`src/rtl/disp_source_if.sv`:
```
// rtl/disp_source_if.sv - debug-word capture and display-select bundle
interface disp_source_if;
  logic [31:0] word0;
  logic [31:0] word1;
  logic [31:0] word2;
  logic        word_valid;
  logic [95:0] disp_reg;
  logic [1:0]  disp_ctrl;
  logic        frozen;

  modport master (
    output word0, word1, word2, word_valid,
    input  disp_reg, disp_ctrl, frozen
  );

  modport slave (
    input  word0, word1, word2, word_valid,
    output disp_reg, disp_ctrl, frozen
  );
endinterface

```
`src/rtl/disp_source.sv`:
```
// rtl/disp_source.sv - snapshot register, debounced page/freeze buttons and auto-scroll
// for the seven-segment display driver.
module disp_source #(
  parameter int DB_LIMIT      = 1000000,
  parameter int DB_W          = 20,
  parameter int SCROLL_CYCLES = 50000000,
  parameter int SCROLL_W      = 26
) (
  input  logic           clk,
  input  logic           rst,
  input  logic           btn_mode,
  input  logic           btn_freeze,
  input  logic           sw_auto,
  disp_source_if.slave   bus
);

  typedef enum logic [1:0] {
    PG_W0    = 2'b01,
    PG_W1    = 2'b00,
    PG_W2    = 2'b10,
    PG_BLANK = 2'b11
  } page_t;

  localparam logic [DB_W-1:0]     DB_LAST     = DB_W'(DB_LIMIT - 1);
  localparam logic [SCROLL_W-1:0] SCROLL_LAST = SCROLL_W'(SCROLL_CYCLES - 1);

  // bit 0 = btn_mode, bit 1 = btn_freeze, bit 2 = sw_auto
  logic [2:0]          sync1_q, sync2_q;
  logic [1:0]          stable_q, stable_d;
  logic [1:0]          stable_prev_q;
  logic [DB_W-1:0]     db_cnt_q [2];
  logic [DB_W-1:0]     db_cnt_d [2];
  logic [SCROLL_W-1:0] scroll_q, scroll_d;
  page_t               page_q, page_d;
  logic                frozen_q, frozen_d;
  logic [95:0]         disp_q, disp_d;

  logic                mode_p, freeze_p, auto_on, scroll_tick;

  always_comb begin
    mode_p      = stable_q[0] & ~stable_prev_q[0];
    freeze_p    = stable_q[1] & ~stable_prev_q[1];
    auto_on     = sync2_q[2];
    scroll_tick = auto_on && (scroll_q == SCROLL_LAST);

    for (int i = 0; i < 2; i++) begin
      stable_d[i] = stable_q[i];
      db_cnt_d[i] = '0;
      if (sync2_q[i] != stable_q[i]) begin
        if (db_cnt_q[i] == DB_LAST) begin
          stable_d[i] = sync2_q[i];
        end else begin
          db_cnt_d[i] = db_cnt_q[i] + 1'b1;
        end
      end
    end

    // A manual press restarts the period so a full page time follows it.
    scroll_d = (!auto_on || mode_p || scroll_tick) ? '0 : scroll_q + 1'b1;

    page_d = page_q;
    if (mode_p || scroll_tick) begin
      case (page_q)
        PG_W0:   page_d = PG_W1;
        PG_W1:   page_d = PG_W2;
        PG_W2:   page_d = PG_BLANK;
        default: page_d = PG_W0;
      endcase
    end

    frozen_d = frozen_q ^ freeze_p;
    // Uses the pre-toggle frozen value, so a coincident freeze press still captures.
    disp_d   = (!frozen_q && bus.word_valid) ? {bus.word2, bus.word1, bus.word0} : disp_q;
  end

  always_ff @(posedge clk or posedge rst) begin
    if (rst) begin
      sync1_q       <= '0;
      sync2_q       <= '0;
      stable_q      <= '0;
      stable_prev_q <= '0;
      db_cnt_q[0]   <= '0;
      db_cnt_q[1]   <= '0;
      scroll_q      <= '0;
      page_q        <= PG_W0;
      frozen_q      <= 1'b0;
      disp_q        <= '0;
    end else begin
      sync1_q       <= {sw_auto, btn_freeze, btn_mode};
      sync2_q       <= sync1_q;
      stable_q      <= stable_d;
      stable_prev_q <= stable_q;
      db_cnt_q[0]   <= db_cnt_d[0];
      db_cnt_q[1]   <= db_cnt_d[1];
      scroll_q      <= scroll_d;
      page_q        <= page_d;
      frozen_q      <= frozen_d;
      disp_q        <= disp_d;
    end
  end

  assign bus.disp_reg  = disp_q;
  assign bus.disp_ctrl = page_q;
  assign bus.frozen    = frozen_q;

endmodule

```
`src/flat_wrapper.sv`:
```
// flat-port wrapper written by rule: the top's interface ports become plain ports
module disp_source_flat 
#(
  parameter int DB_LIMIT      = 1000000,
  parameter int DB_W          = 20,
  parameter int SCROLL_CYCLES = 50000000,
  parameter int SCROLL_W      = 26
)
  (clk, rst, btn_mode, btn_freeze, sw_auto, bus_word0, bus_word1, bus_word2, bus_word_valid, bus_disp_reg, bus_disp_ctrl, bus_frozen);
  disp_source_if bus_i ();
  input  logic clk;
  input  logic rst;
  input  logic btn_mode;
  input  logic btn_freeze;
  input  logic sw_auto;
  input wire logic [$bits(bus_i.word0)-1:0] bus_word0;
  input wire logic [$bits(bus_i.word1)-1:0] bus_word1;
  input wire logic [$bits(bus_i.word2)-1:0] bus_word2;
  input wire logic [$bits(bus_i.word_valid)-1:0] bus_word_valid;
  output wire logic [$bits(bus_i.disp_reg)-1:0] bus_disp_reg;
  output wire logic [$bits(bus_i.disp_ctrl)-1:0] bus_disp_ctrl;
  output wire logic [$bits(bus_i.frozen)-1:0] bus_frozen;
  assign bus_i.word0 = bus_word0;
  assign bus_i.word1 = bus_word1;
  assign bus_i.word2 = bus_word2;
  assign bus_i.word_valid = bus_word_valid;
  assign bus_disp_reg = bus_i.disp_reg;
  assign bus_disp_ctrl = bus_i.disp_ctrl;
  assign bus_frozen = bus_i.frozen;
  disp_source #(.DB_LIMIT(DB_LIMIT), .DB_W(DB_W), .SCROLL_CYCLES(SCROLL_CYCLES), .SCROLL_W(SCROLL_W)) u_core (.clk(clk), .rst(rst), .btn_mode(btn_mode), .btn_freeze(btn_freeze), .sw_auto(sw_auto), .bus(bus_i));
endmodule
```
`config.mk`:
```
export PLATFORM = sky130hd
export DESIGN_NAME = disp_source_flat
export DESIGN_NICKNAME = d
export VERILOG_FILES = /design/src/rtl/disp_source_if.sv /design/src/rtl/disp_source.sv /design/src/flat_wrapper.sv
export SDC_FILE = /design/constraint.sdc
export NUM_CORES = 1
export LEC_CHECK = 0
export BUFFER_PORTS_ARGS = -buffer_cell sky130_fd_sc_hd__buf_2
export CAP_MARGIN = 20
export CORE_MARGIN = 10
export CORE_UTILIZATION = 35
export CTS_CLUSTER_SIZE = 40
export DETAILED_ROUTE_END_ITERATION = 16
export GPL_TIMING_DRIVEN = 0
export SETUP_SLACK_MARGIN = 0.3
export SLEW_MARGIN = 10
export SYNTH_ARGS = -nofsm -noshare
export SYNTH_HDL_FRONTEND = slang
export SYNTH_SLANG_ARGS = --single-unit
```
`constraint.sdc`:
```
create_clock -name clk -period 7.8 [get_ports clk]
set_clock_uncertainty 0.2 [all_clocks]
set_input_delay 1.56 -clock clk [delete_from_list [all_inputs] [get_ports clk]]
set_output_delay 1.56 -clock clk [all_outputs]
set_load 0.01 [all_outputs]
```
# After elaboration in Yosys (flattened, before gate mapping)
# Cells that the tools add are included.
[totals] ff_bits=175 latchBits=0 ramBits=0 romBits=0 elab_cells=42 mem_count=0
[classes] add_sub_neg=3 multipliers=0 div=0 magnitude_cmp=0 eq_ne=7 shift=0 mux=6 bitwise_logic=5 n_reduce_logical=10
[op_table] operator="20-bit two-way mux" count=4
[op_table] operator="20-bit by 1-bit adder with 20-bit output (second input constant)" count=2
[op_table] operator="20-bit equality test (second input constant)" count=2
[op_table] operator="26-bit by 1-bit adder with 26-bit output (second input constant)" count=1
[op_table] operator="26-bit equality test (second input constant)" count=1
[op_table] operator="26-bit two-way mux" count=1
[op_table] operator="2-bit one-hot mux with 3 select lines" count=1
[op_table] operator="2-bit AND reduction" count=2
[op_table] operator="1-bit logical OR" count=3
[op_table] operator="1-bit bitwise AND" count=2
[op_table] operator="2-bit by 1-bit equality test with 1-bit output (second input constant)" count=1
[op_table] operator="2-bit equality test (second input constant)" count=1
[op_table] operator="1-bit logical AND" count=2
[op_table] operator="1-bit zero test" count=2
[op_table] operator="2-bit zero test" count=1
[op_table] operator="1-bit inequality test" count=2
[op_table] operator="1-bit inverter" count=2
[op_table] operator="1-bit bitwise XOR" count=1

# Longest topological paths before layout
[logic_depth] ltp_word=5 ltp_mapped=6

# Worst setup path before layout
# OpenSTA, ideal clock, no wires.
[synth_path] kind="input to register" start="input bus_word_valid" end="register u_core.disp_q[54], in the netlist u_core.bus.disp_reg[54]" t_arrival_ps=2888 slack_ps=4587 cell_stages=5 n_path_buf=3 cell_sequence="nor2b_1 -> clkbuf_1 -> clkbuf_1 -> clkbuf_1 -> mux2_2"
[synth_via] elab_chain_len=1
[synth_lines] item="start: declaration" line_no="flat_wrapper.sv:19" source="input wire logic [$bits(bus_i.word_valid)-1:0] bus_word_valid;"
[synth_lines] item="1-bit logical AND" line_no="disp_source.sv:73" source="disp_d = (!frozen_q && bus.word_valid) ? {bus.word2, bus.word1, bus.word0} : disp_q;"
[synth_lines] item="end signal: assignment" line_no="disp_source.sv:98" source="disp_q <= disp_d;"
[synth_lines] item="end: declaration" line_no="disp_source.sv:36" source="logic [95:0] disp_q, disp_d;"
# Every way passes these cells.
# A chain may end at the register's enable or synchronous reset.

# Worst setup path after layout
[layout_path] start="input bus_word_valid" end="register u_core.disp_q[80], in the netlist u_core.bus.disp_reg[80]"
# Same word-level chain as after synthesis.

==> metrics.md <==
| Metric | Value |
|---|---|
| Status | finished, final reports clean |
| Largest net degree at the start of global routing | 107 |
| Max reg flops | 96 |
| Max-cap violations | 0 |
| FFs w/ async S/R, synth | 100% |
| R2R cell count | 5 |
| Multi-input combinational cell area | approximately 0.0028 mm^2 |
| Chip width | roughly 160 um |
| Cells after synthesis | between 500 and 600 |
| R2R Path Start | u_core.bus.frozen$_DFF_PP0_ |
| Worst min-delay path category | reg -> reg |
| Clk buf depth | 2 |
| Total GRT Usage | 12.9% |
| Area Growth Syn to Fin | 26.7% |
| Critical path startpoint category | input port |
| CP Max Fanout | 10 |
| Die area | 0.0270 mm^2 |
| CP max stage delay | 0.51 ns |
| Cell Chain, Critical Path | buf_2 -> nor2b_1 -> clkbuf_1 -> clkbuf_1 -> clkbuf_1 -> mux2_2 |
| Syn_area_per_cell | 12.7 um^2 |
| Hold Fails Final Rpt | 0 |
| CTS Root Cell | clkbuf_16 |
| Fillers | 1902 |
| Min-Delay Endpoint | u_core.sync2_q[0]$_DFF_PP0_ |
| Crit. End Element | flip-flop |
| Drt total wl | 18100 um |
| Post-DR wirelength/cell | ~17 um |
| Worst reg2reg path endpoint | u_core.bus.disp_reg[80]$_DFFE_PP0P_ |
| Static leakage | around 0.0041 uW |
| Num rows | 52 |
| Tcrit/Tclk final | between 40% and 50% |
| CTS Hold Buffers Added | 0 |
| Cell area after synthesis | 0.00729 mm^2 |
| Die height | 164 um |
| Post-synthesis sequential area ratio | 60.1% |
| Clk slew on worst S/H paths | roughly 0.070 ns |
| Clock sinks | 175 |
| Setup TNS | 0 ns |
| CP startpoint | bus_word_valid |
| Routability cong. | 0.788 |
| Via density | 4.75 |
| Predominant post-synthesis flop cell | dfrtp_1 |
| Synth area leaders | dfrtp_1 (60%), mux2_2 (15%), xnor2_1 (3.2%) |
| Hold Startpoint | u_core.sync1_q[0]$_DFF_PP0_ |
| Final HPWL DP | 13600 um |
| Synth area leader | dfrtp_1 |
| Drt drc | 0 |
| Headroom to the max-slew limit | 40.2% |
| RSZ-0062 raised after global routing | false |
| Grt total ovfl | 0 |
| Final Cell Area | 0.00924 mm^2 |
| Hold depth | 0 |
| Synth Net Count | 681 |
| Clock buffer count from CTS | 17 |
| Starting DRT DRC Count | a little over 300 |
| Clk_lat worst skew | 0.42 ns |
| CP dominant cell by count | clkbuf_1 |
| Layout cells sized above 1 | 42.6% |
| Post-synth EDFFs | 0 |
| Port bufs | 200 |
| Yosys warns | 0 |
| Most frequent cells in the layout | buf_2 (204), dfrtp_1 (174), mux2_2 (99) |
| Most common cell after layout, fill and taps aside | buf_2 |
| H-tree levels | 4 |
| Post_cts resized | 0 |
| Register area | 0.00438 mm^2 |
| Worst Max-Slew Pin Slew | 0.897 ns |
| Max Slew Vio Count | 0 |
| CORE AREA | 0.0204 mm^2 |
| Crit Path Category | in -> reg |
| Drt first pass iters | 5 |
| Worst Path Required | 7.91 ns |
| Post-CTS Repair Setup Buffers | 0 |
| R2R Setup Slk | ~5.2 ns |
| Detail Route Antenna Nets | 0 |
| Global-route wire length before repair | 27700 um |
| Initial Util | 35.8% |
| Peak VDD IR | 0.000147 V |
| P per Cell Area | 219 mW/mm^2 |
| Post-Place Setup Slack | 3.90 ns |
| WP data arrival | 3.46 ns |
| Vias in the first global route | 5035 |
| Placed instance area | 0.00866 mm^2 |
| Slowest CP cell | clkbuf_1 |
| CTS tree | done |
| Tmin final | 3.35 ns |
| Fmax achieved | around 300 MHz |
| Top-level port count | 201 |
| Initial antenna violation count | 2 |
| Total Nets Final | 901 |
| Synth cell types | 40 |
| Total power | 2020 uW |
| Fin worst setup slack | 4.45 ns |
| Synth top area share | 59.7% |
| Via count | 5123 |
| Final setup viols | 0 |
| #FFs+latches synth | between 150 and 200 |
cell type report:
cell class              count  share of cell area, %
diodes                      1                 0.0271
plain buffers              21                  0.907
clock buffers              17                   4.61
clock inverters            14                   1.57
inverters                  15                  0.691
multi-input cells         365                   30.0
flip-flops and latches    175                   47.4
well taps                 270                   3.66
repair buffers            201                   11.1
routing by layer:
| layer | global-route usage [%] | vias up | wire (um) |
|---|---|---|---|
| li1 | - | 2511 | - |
| met1 | 15.9 | 2484 | 7700 |
| met2 | 21.3 | 111 | 9170 |
| met3 | 3.53 | 17 | 1000 |
| met4 | 4.14 | 0 | 242 |
| met5 | 0 | - | 0 |
report_power, final:
group | switching [uW] | internal, uW | leakage (uW)
Sequential | 27.3 | 962 | 0.00220
Combinational | 111 | 103 | 0.00161
Clock | 393 | 424 | 0.000274
worst max-delay path: cells and delay by family:
kind / cells / cell delay [ns]
buffers and inverters: 4 / 1.38
muxes: 1 / 0.40
and+or+nand+nor: 1 / 0.11
stage by stage:
stage,hold slack (ns),utilization [%],instances
after floorplan,0.131,-,576
after global placement,0.134,42.4,1046
after detailed placement,0.137,42.5,1047
after CTS,0.155,45.3,1078
after global routing,0.158,45.4,1079
final,0.153,45.4,1079
kinds of logic (layout without fill, tap and decap cells):
kind of cell	Yosys count	after routing	synth area share, %
AOI/OAI and AO/OA	51	51	4.34
xor gates and xnor gates	39	39	4.69
adders and majority gates	3	3	0.515
buffers and inverters	36	268	1.92
DFF	175	175	60.1
muxes	100	100	15.4
other	0	1	0
and+or+nand+nor	172	172	13.0
worst max-delay path by stage:
| stage | end |
|---|---|
| after floorplan | u_core.bus.disp_ctrl[1]$_DFFE_PP0P_ |
| after global placement | u_core.bus.disp_reg[81]$_DFFE_PP0P_ |
| after detailed placement | u_core.bus.disp_reg[77]$_DFFE_PP0P_ |
| after CTS | u_core.bus.disp_reg[80]$_DFFE_PP0P_ |
| after global routing | u_core.bus.disp_reg[80]$_DFFE_PP0P_ |
| final | u_core.bus.disp_reg[80]$_DFFE_PP0P_ |
Yosys cell counts, types with 10 or more instances:
| master | instances |
|---|---|
| nor2_1 | 42 |
| nor3_1 | 10 |
| xnor2_1 | 27 |
| a21oi_1 | 24 |
| mux2_2 | 99 |
| clkbuf_1 | 16 |
| inv_1 | 15 |
| or3_1 | 13 |
| dfrtp_1 | 174 |
| nand4_1 | 18 |
| o21ai_0 | 12 |
| xor2_1 | 12 |
| o31ai_1 | 12 |
| nand2_1 | 20 |
| nand3_1 | 19 |
| or4_1 | 17 |
Power figures use the tool's default switching activity.
